$ cat src/rtl/block_mult_scheduler.sv
// Sequencer for blocked matrix multiply C = A*B: walks output blocks (i,j) and inner blocks k,
// emitting skewed lane enables, accumulator clear, a drain window and a write-back handshake.
module block_mult_scheduler #(
  parameter int DIM       = 4,
  parameter int NB_W      = 4,
  parameter int DRAIN_CYC = 4,
  parameter int BEAT_W    = $clog2(2*DIM)
) (
  input  logic              clock,
  input  logic              reset,
  input  logic              start,
  input  logic [NB_W-1:0]   nb,
  input  logic              stall,
  input  logic              wb_ready,
  output logic              busy,
  output logic              done,
  output logic [NB_W-1:0]   blk_i,
  output logic [NB_W-1:0]   blk_j,
  output logic [NB_W-1:0]   blk_k,
  output logic [BEAT_W-1:0] beat,
  output logic [DIM-1:0]    lane_en,
  output logic              acc_clear,
  output logic              wb_valid
);

  localparam int DC_W = $clog2(DRAIN_CYC) + 1;
  localparam logic [BEAT_W-1:0] BEAT_LAST = BEAT_W'(2*DIM-2);
  localparam logic [DC_W-1:0]   DC_LAST   = DC_W'(DRAIN_CYC-1);

  typedef enum logic [2:0] {
    S_IDLE   = 3'd0,
    S_STREAM = 3'd1,
    S_DRAIN  = 3'd2,
    S_WRITE  = 3'd3,
    S_DONE   = 3'd4
  } state_t;

  state_t            state_q, state_d;
  logic [NB_W-1:0]   nb_q, nb_d;
  logic [NB_W-1:0]   i_q, i_d;
  logic [NB_W-1:0]   j_q, j_d;
  logic [NB_W-1:0]   k_q, k_d;
  logic [BEAT_W-1:0] beat_q, beat_d;
  logic [DC_W-1:0]   dcnt_q, dcnt_d;

  // One extra bit so "index+1 vs nb" never wraps, even at nb = 2**NB_W-1.
  logic [NB_W:0] nb_ext, i_nxt, j_nxt, k_nxt;
  assign nb_ext = {1'b0, nb_q};
  assign i_nxt  = {1'b0, i_q} + {{NB_W{1'b0}}, 1'b1};
  assign j_nxt  = {1'b0, j_q} + {{NB_W{1'b0}}, 1'b1};
  assign k_nxt  = {1'b0, k_q} + {{NB_W{1'b0}}, 1'b1};

  always_comb begin
    state_d = state_q;
    nb_d    = nb_q;
    i_d     = i_q;
    j_d     = j_q;
    k_d     = k_q;
    beat_d  = beat_q;
    dcnt_d  = dcnt_q;
    case (state_q)
      S_IDLE: begin
        if (start) begin
          nb_d    = nb;
          i_d     = '0;
          j_d     = '0;
          k_d     = '0;
          beat_d  = '0;
          state_d = (nb != '0) ? S_STREAM : S_DONE;
        end
      end
      S_STREAM: begin
        if (!stall) begin
          if (beat_q == BEAT_LAST) begin
            beat_d = '0;
            if (k_nxt == nb_ext) begin
              state_d = S_DRAIN;
              dcnt_d  = '0;
            end else begin
              k_d = k_nxt[NB_W-1:0];
            end
          end else begin
            beat_d = beat_q + BEAT_W'(1);
          end
        end
      end
      S_DRAIN: begin
        if (!stall) begin
          if (dcnt_q == DC_LAST) state_d = S_WRITE;
          else                   dcnt_d  = dcnt_q + DC_W'(1);
        end
      end
      S_WRITE: begin
        if (wb_ready) begin
          k_d = '0;
          if (j_nxt < nb_ext) begin
            j_d     = j_nxt[NB_W-1:0];
            state_d = S_STREAM;
          end else if (i_nxt < nb_ext) begin
            j_d     = '0;
            i_d     = i_nxt[NB_W-1:0];
            state_d = S_STREAM;
          end else begin
            i_d     = '0;
            j_d     = '0;
            state_d = S_DONE;
          end
        end
      end
      S_DONE:  state_d = S_IDLE;
      default: state_d = S_IDLE;
    endcase
  end

  always_ff @(posedge clock) begin
    if (!reset) begin
      state_q <= S_IDLE;
      nb_q    <= '0;
      i_q     <= '0;
      j_q     <= '0;
      k_q     <= '0;
      beat_q  <= '0;
      dcnt_q  <= '0;
    end else begin
      state_q <= state_d;
      nb_q    <= nb_d;
      i_q     <= i_d;
      j_q     <= j_d;
      k_q     <= k_d;
      beat_q  <= beat_d;
      dcnt_q  <= dcnt_d;
    end
  end

  assign busy     = (state_q != S_IDLE);
  assign done     = (state_q == S_DONE);
  assign wb_valid = (state_q == S_WRITE);
  assign blk_i    = i_q;
  assign blk_j    = j_q;
  assign blk_k    = k_q;
  assign beat     = beat_q;

  // Lane l is fed on beats l..l+DIM-1, giving the diagonal skew into the array.
  always_comb begin
    lane_en   = '0;
    acc_clear = 1'b0;
    if (state_q == S_STREAM && !stall) begin
      for (int l = 0; l < DIM; l++)
        lane_en[l] = (int'(beat_q) >= l) && (int'(beat_q) < l + DIM);
      acc_clear = (k_q == '0) && (beat_q == '0);
    end
  end

endmodule

$ cat config.mk
export PLATFORM = sky130hd
export DESIGN_NAME = block_mult_scheduler
export DESIGN_NICKNAME = d
export VERILOG_FILES = /design/src/rtl/block_mult_scheduler.sv
export SDC_FILE = /design/constraint.sdc
export NUM_CORES = 1
export LEC_CHECK = 0
export ABC_AREA = 1
export CORE_UTILIZATION = 50
export CTS_CLUSTER_DIAMETER = 120
export DETAILED_ROUTE_END_ITERATION = 8
export PLACE_DENSITY = 0.81
export SLEW_MARGIN = 25
export SYNTH_ARGS = -nofsm -noshare
export SYNTH_HDL_FRONTEND = slang
export SYNTH_SLANG_ARGS = --single-unit
$ cat constraint.sdc
create_clock -name clock -period 2.4 [get_ports clock]
set_input_delay 0.6 -clock clock [delete_from_list [all_inputs] [get_ports clock]]
set_output_delay 0.6 -clock clock [all_outputs]
set_load 0.005 [all_outputs]
# Yosys cells after proc, flatten, opt, wreduce, memory -nomap -nowiden
# Index checks and enable logic that the tools add are counted.
[word_totals]
out_inout_bits = 23
register_bits = 25
inputBits = 9
elab_cells = 96
[op_classes]
reduce_logical = 22
muxes = 36
addsub = 5
n_eq_ne = 17
order_cmp = 9
[ops]
columns = ["cell", "n"]
rows = [
  ["2-to-1 mux 3 bit", 18],
  ["2-to-1 mux 4 bit", 11],
  ["!= test 2 bit (second input constant)", 10],
  ["one-hot mux 4 bit (2 select lines)", 2],
  ["adder 4 x 1 -> 5 bit (second input constant)", 3],
  ["less-than comparator 3 bit (second input constant)", 4],
  ["one-hot mux 3 bit (2 select lines)", 2],
  ["one-hot mux 3 bit (4 select lines)", 1],
  ["one-hot mux 4 bit (3 select lines)", 1],
  ["AND reduction 6 bit", 2],
  ["less-than comparator 5 x 4 -> 1 bit", 2],
  ["equality test 3 x 2 -> 1 bit (second input constant)", 3],
  ["AND reduction 7 bit", 1],
  ["adder 3 x 1 -> 3 bit (second input constant)", 2],
  ["equality test 3 bit (second input constant)", 2],
  [">= comparator 3 x 2 -> 1 bit (second input constant)", 2],
  ["logical NOT 3 bit", 2],
  ["AND reduction 3 bit", 2],
  ["nonzero test 2 bit", 3],
  ["nonzero test 3 bit", 2],
  ["equality test 5 x 4 -> 1 bit", 1],
  ["logical AND 1 bit", 5],
  ["logical NOT 4 bit", 1],
  ["AND reduction 4 bit", 1],
  ["6 further kinds", 6],
]

# Longest topological paths before layout
# Gate-level depths: netlist (run 1).
[logic_depth]
word_depth = 6
depth_mapped = 13
depth_no_buf = 13

# Worst setup path after synthesis (run 1)
# Ideal clock, no wire load.
[synth_timing]
kind = "reg-to-reg"
from = "register j_q[0], in the netlist blk_j[0]"
to = "register i_q[0], in the netlist blk_i[0]"
arrival_time_ns = 1.694
path_buffers = 0
setup_time_ns = 0.116
stages_incl_launch_ff = 14
period_less_slack_ns = 1.809
slack_ns = 0.591
required_ns = 2.284
cell_sequence = "dfxtp_1 > ha_1 > xor2_1 > ha_1 > nand2_1 > nand2_1 > nand3_1 > nand3_1 > nand2_1 > nand2_1 > nand2_1 > inv_1 > nor2_1 > nor2_1"
[synth_via]
elab_chain_cells = 4
[synth_rtl]
columns = ["item", "line", "text"]
rows = [
  ["start, declared", "41", "logic [NB_W-1:0] j_q, j_d;"],
  ["start signal, assigned", "128", "j_q <= j_d;"],
  ["adder 4 x 1 -> 5 bit", "50", "assign j_nxt = {1'b0, j_q} + {{NB_W{1'b0}}, 1'b1};"],
  ["less-than comparator 5 x 4 -> 1 bit", "96", "if (j_nxt < nb_ext) begin"],
  ["!= test 2 bit (no line)", "n/a", ""],
  ["AND reduction 4 bit (no line)", "n/a", ""],
  ["end signal, assigned", "127", "i_q <= i_d;"],
  ["end, declared", "40", "logic [NB_W-1:0] i_q, i_d;"],
]
# Every way passes these cells.
# A chain may end at the register's enable or synchronous reset.

# Final worst setup path (run 1)
[layout_timing]
from = "register state_q[1]"
to = "output port lane_en[0]"
[layout_via]
elab_chain_cells = 3
[layout_rtl]
columns = ["item", "line", "text"]
rows = [
  ["start, declared", "38", "state_t state_q, state_d;"],
  ["start signal, assigned", "125", "state_q <= state_d;"],
  ["equality test 3 x 1 -> 1 bit", "147", "if (state_q == S_STREAM && !stall) begin"],
  ["logical AND 1 bit", "147", ""],
  ["2-to-1 mux 4 bit", "147", ""],
  ["end, declared", "21", "output logic [DIM-1:0] lane_en,"],
]
# Every way passes these cells.

==> impl_results.md, run 1 <==
- Mean routed wirelength per cell: 11.13 um
- TritonRoute pass-1 iters: 4
- Iter 0 DRT Violations: 123
- Area post-placement: 2141 um2
- Slew @ Worst Pin: 481.0 ps
- Clk buf depth: 2
- Antenna cells: 0
- Slack of the critical path: 172.8 ps
- Vias: 1782
- EDFF count, synth: 0
- WP data required: 1800 ps
- CP Class: flip-flop to output port
- Fin util: 0.6458
- Post-synth ARST share: 0
- GRT Total Usage: 0.2310
- Placed cell count: 350
- Synth Flop Type: dfxtp_1
- Nets@finish: 335
- Skew final: 11.14 ps
- Synth cell types: 28
- Crit path time final: 2227 ps
- CP delay by family, top: buffers and inverters
- Leak pwr: 1.033 nW
- Pwr Density: 941.8 nW/um2
- Top-count cell post-synth: nand2_1
- Routability cong.: 0.8581
- Worst hold path type: flip-flop to flip-flop
- CTS root buf: clkbuf_4
- CTS buffer count: 3
- FF-to-FF path depth: 13
- Clk slew on worst S/H paths: 120 ps
- Period utilisation layout: 0.9280
- Synthesized area: 1764 um2
- Hold Path Depth: 2
- TritonCTS clock tree: done
- H-tree depth: 1
- Layout cells sized above 1: 0.1165
- CP endpoint kind: output port
- Yosys top cell by area: dfxtp_1
- Cell count after synthesis: 273
- Port Buffers: 31
- Worst slew margin relative to its limit: 0.6790
- Final Hold Fails: 0
- First-pass GRT wire length: 6.534 mm
- Crit Reg-Reg Endpoint: blk_i[0]
- Area contributors post-synth: dfxtp_1 (28%), nand2_1 (15%), ha_1 (11%)
- Post-DRT Antenna Nets: 0
- Yosys Warn Count: 0
- Die height: 61.40 um
- Initial antenna violation count: 0
- WHS Endpoint: state_q[1]
- I/O pins: 32
- Final Setup Violations: 0
- Outcome: finished, final reports clean
- Max Cap Viol: 0
- Fill count: 326
- Reg2reg start: blk_j[0]
- Area grow syn2layout: 23.12%
- Worst-skew pair later-pin latency: 320 ps
- Synth Net Count: 298
- Global route total overflow: 0
- Max IR drop VDD: 0.0006811 V
- CP Data Arrival Time: 1630 ps
- Slew Limit Fails: 0
- Post-route cell area: 2172 um2
- Top cells by count, synth: nand2_1 (71), inv_1 (35), dfxtp_1 (25), nor2_1 (25), a21oi_1 (21)
- WL final: 3.951 mm
- Seq/Total Area, Yosys: 0.2837
- Largest net degree at the start of global routing: 14
- Post-Syn Area per Cell: 6.462 um2
- Residual DRC: 0
- Buf+Inv Stages, Crit Path: 5
- Die area: 3770 um2
- Setup WS pre-CTS: -200.8 ps
- Startpoint types: flip-flop
- Die width: 61.40 um
- Slowest cell on the critical path: dfxtp_1
- Area of the core: 3363 um2
- Maximum clock rate: 449.0 MHz
- Rows: 21
- Initial Utilization: 0.5246
- Worst path cell trace: inv_2 -> nand3_2 -> nor2_2 -> buf_4 -> inv_2 -> buf_4 -> nor2_1 -> dlygate4sd2_1
- Post-CTS Hold Buffers: 0
- RSZ-0062 raised after global routing: no
- CP max stage delay: 360 ps
- Vias in the first global route: 1540
- CP Depth: 8
- #FFs+latches synth: 25
- Synth top area share: 0.2837
- Layout Cells excl Fill: 355
- Hold_sp: state_q[1]
- Vias per Instance: 5.020
- R2r setup slk: 370 ps
- Detailed Place HPWL: 3.094 mm
- CP max FO: 5
- Clk sink count: 25
-- through the flow --
step	hold slack (ps)	total power [mW]	setup TNS (ps)
3_5_place_dp	500.6	1.859	-629.7
2_1_floorplan	469.2	1.487	0
6_report	517.2	2.046	0
5_1_grt	543.2	2.272	0
4_1_cts	519.5	2.051	0
3_3_place_gp	488.0	1.837	-519.4
-- per-layer routing --
metal  vias up  track usage  part of all wire
met1       799       0.3134              0.49
met3         2      0.04412             0.029
li1        954            -                 -
met4         0      0.04444            0.0061
met5         -            0                 0
met2        27       0.3851              0.48
-- cells in the final DEF, fill, tap and decap left out, types with 2 or more instances in the layout --
cell	count
ha_1	16
clkdlybuf4s50_1	25
xor2_1	3
nand3_1	20
a21oi_2	2
nand4_1	7
nor2_2	3
o21ai_0	8
dfxtp_2	2
o21ai_1	3
dlygate4sd2_1	4
nand2_2	9
nand2_1	71
buf_4	4
inv_1	34
clkbuf_4	3
nor2_1	24
nor3_1	5
a21oi_1	21
inv_2	9
dfxtp_1	23
-- final cells by class --
| class | instances | area [um2] | area share |
|---|---|---|---|
| Multi-Input combinational cell | 202 | 1091 | 0.5023 |
| Inverter | 43 | 161.4 | 0.07431 |
| Clock buffer | 4 | 26.28 | 0.01210 |
| Sequential cell | 25 | 503.0 | 0.2316 |
| Timing Repair Buffer | 35 | 332.8 | 0.1532 |
| Tap cell | 46 | 57.56 | 0.02650 |
-- where the power goes --
group	switching (mW)	total [mW]	internal, mW
sequential	0.118	0.634	0.515
combinational	0.724	1.23	0.501
clock	0.122	0.187	0.0651
-- sequential cells by signal, indices dropped and copies added (netlist names) --
signal   count
beat         3
blk_i        4
blk_j        4
blk_k        4
dcnt_q       3
nb_q         4
state_q      3
-- worst reg2reg max path, cell delays in order, from the launching register on --
cell and delay, ps:
dfxtp_1 440, ha_1 210, xor2_1 190, ha_1 270, nand2_1 60, nand2_1 50
nand3_1 70, nand3_1 130, nand2_1 90, nand2_1 80, nand2_1 120, inv_1 80
nor2_1 90, nor2_1 50
-- logic make-up (layout without fill, tap and decap cells) --
| logic type | Yosys count | after routing | share of synthesized area |
|---|---|---|---|
| compound gates | 39 | 39 | 0.1234 |
| flops | 25 | 25 | 0.2837 |
| fa+ha+maj | 16 | 16 | 0.1135 |
| xor+xnor | 4 | 4 | 0.01986 |
| simple gates | 143 | 143 | 0.3603 |
| buf+inv | 46 | 82 | 0.09929 |
-- worst max-delay path by stage --
stage	startpoint	endpoint
3_5_place_dp	stall	lane_en[3]
3_3_place_gp	stall	lane_en[3]
4_1_cts	stall	lane_en[3]
5_1_grt	state_q[1]	lane_en[0]
2_1_floorplan	blk_j[0]	blk_i[0]
6_report	state_q[1]	lane_en[0]
-- timing repair --
item                                    in CTS  in global routing
pin swaps                                    1                  1
gates resized for setup                      7                  5
endpoints found under the setup margin       5                  4
buffers inserted                             1                  0
Power figures use the tool's default switching activity.
==> inputs of run 2 (changes only) <==
--- a/config.mk
+++ b/config.mk
@@ -10,6 +10,7 @@
 export CTS_CLUSTER_DIAMETER = 120
 export DETAILED_ROUTE_END_ITERATION = 8
 export PLACE_DENSITY = 0.81
+export RECOVER_POWER = 100
 export SLEW_MARGIN = 25
 export SYNTH_ARGS = -nofsm -noshare
 export SYNTH_HDL_FRONTEND = slang
==> run 2 against run 1 <==
  * Combinational power down 4%
  * Sequential cell count did not move
  * Hold slack got worse by 0.58 ps
  * Wire length down 0.23%
  * Die area unchanged
  * Largest cell class unchanged
==> impl_results.md, run 2 (synthesized netlist as in run 1, its figures left out) <==
- Clk buf depth: 2 (unchanged)
- Slowest cell on the critical path: dfxtp_1
- CP delay by family, top: buffers and inverters
- Area post-placement: 2141 um2 (unchanged)
- Largest net degree at the start of global routing: 14 (unchanged)
- Outcome: finished, final reports clean
- Post-route cell area: 2148 um2 (-1.1%)
- Worst path cell trace: inv_2 -> nand3_2 -> nor2_1 -> buf_4 -> inv_2 -> clkbuf_4 -> nor2_1 -> dlygate4sd2_1
- FF-to-FF path depth: 12 (-1)
- Buf+Inv Stages, Crit Path: 5 (unchanged)
- Fin util: 0.6388 (-0.007068)
- Worst-skew pair later-pin latency: 320 ps (about the same)
- Skew final: 12.18 ps (+1.039 ps)
- Worst hold path type: flip-flop to flip-flop
- Leak pwr: 1.081 nW (+4.6%)
- Post-DRT Antenna Nets: 0 (unchanged)
- Residual DRC: 0 (unchanged)
- Detailed Place HPWL: 3.094 mm (unchanged)
- TritonRoute pass-1 iters: 4 (unchanged)
- CP endpoint kind: output port
- Nets@finish: 335 (unchanged)
- Global route total overflow: 0 (unchanged)
- Clk sink count: 25 (unchanged)
- Max IR drop VDD: 0.0006727 V (-1.2%)
- Slew @ Worst Pin: 475.1 ps (-5.891 ps)
- CTS root buf: clkbuf_4
- Period utilisation layout: 0.9343 (+0.006301)
- Vias per Instance: 5.076 (+1.1%)
- Clk slew on worst S/H paths: 120 ps (about the same)
- Vias: 1802 (+1.1%)
- Startpoint types: flip-flop
- Port Buffers: 31 (unchanged)
- Max Cap Viol: 0 (unchanged)
- Die area: 3770 um2 (unchanged)
- Area of the core: 3363 um2 (unchanged)
- Pwr Density: 927.8 nW/um2 (-1.5%)
- Total power: 1.993 mW (-2.6%)
- Layout cells sized above 1: 0.08738 (-0.02913)
- First-pass GRT wire length: 6.534 mm (unchanged)
- Slew Limit Fails: 0 (unchanged)
- H-tree depth: 1 (unchanged)
- CP max FO: 5 (unchanged)
- Hold Path Depth: 2 (unchanged)
- Final Setup Violations: 0 (unchanged)
- Initial antenna violation count: 0 (unchanged)
- Maximum clock rate: 446.0 MHz (-0.67%)
- Area grow syn2layout: 21.77%
- Final Hold Fails: 0 (unchanged)
- CP Class: flip-flop to output port
- Rows: 21 (unchanged)
- CP max stage delay: 360 ps (about the same)
- Mean routed wirelength per cell: 11.10 um (-0.23%)
- RSZ-0062 raised after global routing: no
- Crit path time final: 2242 ps (+15.12 ps)
- Iter 0 DRT Violations: 135 (+9.8%)
- TritonCTS clock tree: done
- WP data required: 1800 ps (about the same)
- WL final: 3.942 mm (-0.23%)
- Vias in the first global route: 1540 (unchanged)
- CTS buffer count: 3 (unchanged)
- Die width: 61.40 um (unchanged)
- Antenna cells: 0 (unchanged)
- GRT Total Usage: 0.2310 (unchanged)
- Layout Cells excl Fill: 355 (unchanged)
- Initial Utilization: 0.5246 (unchanged)
- CP Data Arrival Time: 1640 ps (about the same)
- Routability cong.: 0.8581 (unchanged)
- Commonest non-fill, non-tap cell in the layout: nand2_1
- Placed cell count: 350 (unchanged)
- Hold WS: 516.7 ps (-0.5820 ps)
- CP Depth: 8 (unchanged)
- Most frequent cells in the layout: nand2_1 (75), inv_1 (35), nor2_1 (27)
- Die height: 61.40 um (unchanged)
- Worst slew margin relative to its limit: 0.6829 (+0.003932)
- I/O pins: 32 (unchanged)
[run 2: cell types whose count changed in the layout (fill, tap and decap cells not counted), sizes merged]
| cell | previous run | this run |
|---|---|---|
| clkdlybuf4s50 | 25 | 10 |
| dlygate4sd3 | 0 | 15 |
| buf | 4 | 3 |
| clkbuf | 5 | 6 |
[run 2: worst register-to-register path: stages (launching register included)]
cell and delay (ps):
dfxtp_1 510, inv_1 130, ha_1 350, inv_1 70, nand2_1 50, nand2_1 60, nand3_1 70, nor2_1 160
nand2_1 120, nand2_1 150, nand2_1 160, o21ai_1 150, nor2_1 50
[run 2: worst paths after layout]
path	from	to	slack (ps)
worst max-delay path	state_q[1]	lane_en[0]	160
worst min-delay path	state_q[1]	state_q[1]	520
worst max register to register	blk_k[0]	dcnt_q[2]	250
worst min register to register	state_q[1]	state_q[1]	520
[run 2: metrics by stage]
stage                     setup WS, ps  setup TNS, ps
after detailed placement        -200.8         -629.7
final                            157.7              0
after CTS                        28.32              0
after floorplan                  590.5              0
after global placement          -176.6         -519.4
after global routing             31.59              0
[run 2: what timing repair did]
item | in CTS | in global routing
resized for setup | 7 | 5
hold buffers | 0 | 0
pin swaps | 1 | 1
setup endpoints to repair | 5 | 4
buffers inserted | 1 | 0
[run 2: metal layers]
metal  wire [um]  GRT usage  share of wire
met5           0          0              0
met4          24    0.04444         0.0061
met3         136    0.04412          0.035
met2        1890     0.3851           0.48
met1        1891     0.3134           0.48
[run 2: area by class of cell]
class	instances	area [um2]
Clock buffer	4	26.28
Multi-Input combinational cell	202	1069
Timing Repair Buffer	35	332.8
Sequential cell	25	501.7
Fill cell	334	1215
Inverter	43	161.4
Tap cell	46	57.56
[run 2: power by group]
part	switching [mW]	leakage, nW	internal [mW]
Combinational	0.705	0.861	0.472
Clock	0.122	0.0150	0.0651
Sequential	0.115	0.205	0.514
Total	0.942	1.08	1.05
==> inputs of run 3 (changes only) <==
--- a/config.mk
+++ b/config.mk
@@ -6,6 +6,7 @@
 export NUM_CORES = 1
 export LEC_CHECK = 0
 export ABC_AREA = 1
+export CORE_MARGIN = 5
 export CORE_UTILIZATION = 50
 export CTS_CLUSTER_DIAMETER = 120
 export DETAILED_ROUTE_END_ITERATION = 8
==> run 3 against run 2 <==
  * Utilization shrank 0.35 points
  * Largest power group unchanged
  * Cell count is the same
  * Count of clock-buffer cells in the layout is the same
  * Clock skew grew 3.3 ps
  * Power grew 0.50%
  * Via count shrank 0.72%
  * Non-clock buffer count is the same
  * Critical endpoint is now lane_en[3]
  * Critical path type is now input pin to output port
  * First-iteration DRC count shrank 50%
  * Sequential share of layout area is essentially flat
==> impl_results.md, run 3 (synthesized netlist as in run 1, its figures left out) <==
- Reg2reg start: blk_k[0]
- TritonRoute pass-1 iters: 4 (unchanged)
- Area of the core: 3390 um2 (+0.78%)
- Iter 0 DRT Violations: 67 (-50%)
- Layout cells sized above 1: 0.09061 (+0.003236)
- Residual DRC: 0 (unchanged)
- Vias in the first global route: 1680 (+9.1%)
- Vias: 1789 (-0.72%)
- Skew final: 15.45 ps (+3.270 ps)
- Multi-input gate area: 1075 um2 (+0.59%)
- Initial antenna violation count: 0 (unchanged)
- Maximum clock rate: 434.5 MHz (-2.6%)
- Hold Path Depth: 2 (unchanged)
- Die width: 69.40 um (+13%)
- CTS root buf: clkbuf_4
- CP max stage delay: 440 ps (+80 ps)
- Worst path cell trace: clkdlybuf4s50_1 -> nor2_2 -> inv_2 -> a221oi_1 -> dlygate4sd2_1
- Outcome: finished, final reports clean
- Slew Limit Fails: 0 (unchanged)
- Rows: 21 (unchanged)
- CTS buffer count: 3 (unchanged)
- Routability cong.: 0.8295 (-3.3%)
- CP endpoint kind: output port
- Area grow syn2layout: 22.06%
- Period utilisation layout: 0.9590 (+0.02474)
- Die area: 4816 um2 (+28%)
- CP Data Arrival Time: 1700 ps (+60 ps)
- Initial Utilization: 0.5205 (-0.004066)
- Max Cap Viol: 0 (unchanged)
- Most frequent cells in the layout: nand2_1 (74), inv_1 (34), nor2_1 (26)
- Worst slew margin relative to its limit: 0.6760 (-0.006938)
- CP Class: input pin to output port
- Post-CTS Hold Buffers: 0 (unchanged)
- FF/Latch Area: 503.0 um2 (+0.25%)
- R2r setup slk: 260 ps (about the same)
- Clk buf depth: 2 (unchanged)
- CP max FO: 5 (unchanged)
- GRT Total Usage: 0.1726 (-0.05842)
- Mean routed wirelength per cell: 11.28 um (+1.5%)
- Final Setup Violations: 0 (unchanged)
- FF-to-FF path depth: 12 (unchanged)
- Antenna cells: 0 (unchanged)
- H-tree depth: 1 (unchanged)
- Commonest non-fill, non-tap cell in the layout: nand2_1
- WP data required: 1800 ps (about the same)
- WHS Endpoint: blk_j[1]
- Fin util: 0.6353 (-0.003475)
- Port Buffers: 31 (unchanged)
- Clk slew on worst S/H paths: 140 ps (+20 ps)
- Hold_sp: blk_j[1]
- TritonCTS clock tree: done
- Total power: 2.003 mW (+0.50%)
- RSZ-0062 raised after global routing: no
- Slew @ Worst Pin: 485.5 ps (+10.40 ps)
- Nets@finish: 335 (unchanged)
- Largest net degree at the start of global routing: 14 (unchanged)
- Crit Reg-Reg Endpoint: dcnt_q[2]
- Die height: 69.40 um (+13%)
- Setup bufs post-CTS: 0 (-1)
- Vias per Instance: 5.039 (-0.72%)
- Worst-skew pair later-pin latency: 330 ps (about the same)
- Global route total overflow: 0 (unchanged)
- Final Hold Fails: 0 (unchanged)
- Pwr Density: 930.2 nW/um2 (+0.26%)
- First-pass GRT wire length: 7.051 mm (+7.9%)
- I/O pins: 32 (unchanged)
- Max IR drop VDD: 0.0006323 V (-6.0%)
- Post-DRT Antenna Nets: 0 (unchanged)
- Detailed Place HPWL: 3.179 mm (+2.8%)
- Slowest cell on the critical path: clkdlybuf4s50_1
- Startpoint types: input pin
- Clk sink count: 25 (unchanged)
- WL final: 4.003 mm (+1.5%)
- Worst hold path type: flip-flop to flip-flop
- Fill count: 313 (-6.3%)
- Leak pwr: 1.067 nW (-1.3%)
- Crit path time final: 2302 ps (+59.38 ps)
==> run 3: report_power, final <==
| part | internal, mW | leakage (nW) | total (mW) | switching, mW |
|---|---|---|---|---|
| combinational | 0.473 | 0.847 | 1.19 | 0.714 |
| sequential | 0.515 | 0.205 | 0.624 | 0.109 |
| clock | 0.0651 | 0.0150 | 0.192 | 0.127 |
| total | 1.05 | 1.07 | 2.00 | 0.949 |
==> run 3: layout make-up <==
| type | instances | share of cell area |
|---|---|---|
| inverter | 43 | 0.07496 |
| clock buffer | 4 | 0.01220 |
| timing repair buffer | 35 | 0.1534 |
| sequential | 25 | 0.2336 |
| tap | 46 | 0.02673 |
| multi-input combinational | 202 | 0.4991 |
==> run 3: worst max-delay path: cells and delay by family <==
kind	cells	cell delay [ps]
AOI/OAI and AO/OA	1	190
buffers and inverters	3	770
and+or+nand+nor	1	130
==> run 3: timing repair <==
action	in CTS	in global routing
cloned	0	0
pin swaps	1	0
setup endpoints to repair	5	1
gates resized for setup	8	1
==> run 3: worst max-delay path by stage <==
stage	start	slack, ps	to	cells past startpoint
floorplan	blk_j[0]	590	blk_i[0]	13
global placement	stall	-190	lane_en[3]	5
detailed placement	stall	-240	lane_en[3]	5
CTS	beat[1]	100	lane_en[3]	5
global route	stall	30	lane_en[3]	5
finish	stall	100	lane_en[3]	5
==> run 3: per-layer routing <==
layer | part of all wire | vias to the layer above | global-route usage
li1 | - | 957 | -
met1 | 0.47 | 789 | 0.2138
met3 | 0.046 | 4 | 0.03913
met4 | 0.011 | 0 | 0.04555
met5 | 0 | - | 0
met2 | 0.47 | 39 | 0.2987
==> run 3: per-stage QoR <==
step	instances	hold slack [ps]	setup slack [ps]	setup TNS (ps)	area (um2)
floorplan	273	469.2	590.5	0	1764
global placement	351	490.3	-189.1	-455.0	2148
detailed placement	351	497.1	-240.9	-708.9	2148
CTS	355	516.3	103.5	0	2172
global route	355	534.5	33.03	0	2153
finish	355	514.8	98.29	0	2153
==> patch (flow settings as in run 3) <==
`NB_W`: 4 -> 6.
--- a/src/rtl/block_mult_scheduler.sv
+++ b/src/rtl/block_mult_scheduler.sv
@@ -4,3 +4,3 @@
   parameter int DIM       = 4,
-  parameter int NB_W      = 4,
+  parameter int NB_W      = 6,
   parameter int DRAIN_CYC = 4,
Interface: changed (resized blk_i, blk_j, blk_k and nb); port bits go from 32 to 40. The function was not compared with the original's and may differ.
==> patch against run 3 <==
Hold slack lost 0.041 ns; combinational power is 29% higher; setup slack better by 0.015 ns; sequential share of layout area is 0.41 points lower; register-to-register slack lost 0.07 ns; area after synthesis rose by 30%; sequential power up 20%; final cell count rose by 26%; sequential cell count increased by 8; maximum frequency increased by 0.65%; total power is 34% higher; wire length grew 47%; cell area rose by 34%; critical path type unchanged; largest power group unchanged; highest routed layer unchanged.
==> patch: results (changes against run 3) <==
clock slew at reported path FFs 0.07 ns (-0.07 ns); pre-CTS WS -0.241 ns (-0.000445 ns); Synth Area in XOR/XNOR 3.81% (+1.8 points); vias 2385 (+33%); Worst Skew 0.00662 ns (-0.00883 ns); total CTS buffers 5 (+2); fraction of layout cells with a size suffix above 1 8.88% (-0.18 points); worst skew pair latency 0.29 ns (-0.04 ns); Vias/cell 5.35 (+6.1%); outcome finished clean; dpl hpwl 4510 µm (+42%); placed cell area 2840 µm² (+32%); largest net degree at the start of global routing 17 (+3); GR met1 Demand/Resource 26.0% (+4.6 points); synth cell count leaders nand2_1, inv_1, a21oi_1, nand3_1, dfxtp_1; I/O Buffers 39 (+26%); Leak 0.00135 µW (+27%); largest cells by area after synthesis dfxtp_1, ha_1, nand2_1, a21oi_1, nand3_1; Initial DRC Count 221 (+230%); Yosys cell types 31 (+11%); per-cell routed wire length 13.2 µm (+17%); syn nets 373 (+25%); Mapped Cells 338 (+24%); GR met2 Demand/Resource 32.2% (+2.3 points); GPL Wtd Cong 0.857 (+3.3%); VDD IR max 0.000539 V (-15%); root buf cell clkbuf_8; number of H-tree levels 2 (+1); Synth Area in Compound Gates 14.0% (+1.7 points); fin nets 428 (+28%)
-- patch: cell types whose count changed in the layout (fill, tap and decap cells not counted), moves of 5 or more --
cell	run 3	this run
nand3_1	20	36
nand2_1	74	80
buf_4	3	8
nand2_2	6	1
xor2_1	3	9
clkbuf_8	0	5
clkdlybuf4s50_1	11	17
ha_1	16	24
a21oi_1	22	38
dfxtp_1	23	31
-- patch: final timing paths --
check,end,slack (ns),start,cells after the start
worst min register to register,dcnt_q[1],0.47,dcnt_q[1],2
worst max-delay path,lane_en[3],0.11,stall,5
worst max register to register,state_q[2],0.19,blk_k[0],12
worst min-delay path,dcnt_q[1],0.47,dcnt_q[1],2
-- patch: cell type report --
type                       instances  area [µm²]
fill                             412        1520
multi-input combinational        256        1450
sequential                        33         663
timing repair buffer              52         463
inverter                          45         169
clock buffer                       6        72.6
tap                               52        65.1
clock inverter                     2        10.0
-- patch: report_power, final --
part,switching [µW],internal (µW)
combinational,925,606
sequential,94.3,656
clock,210,201
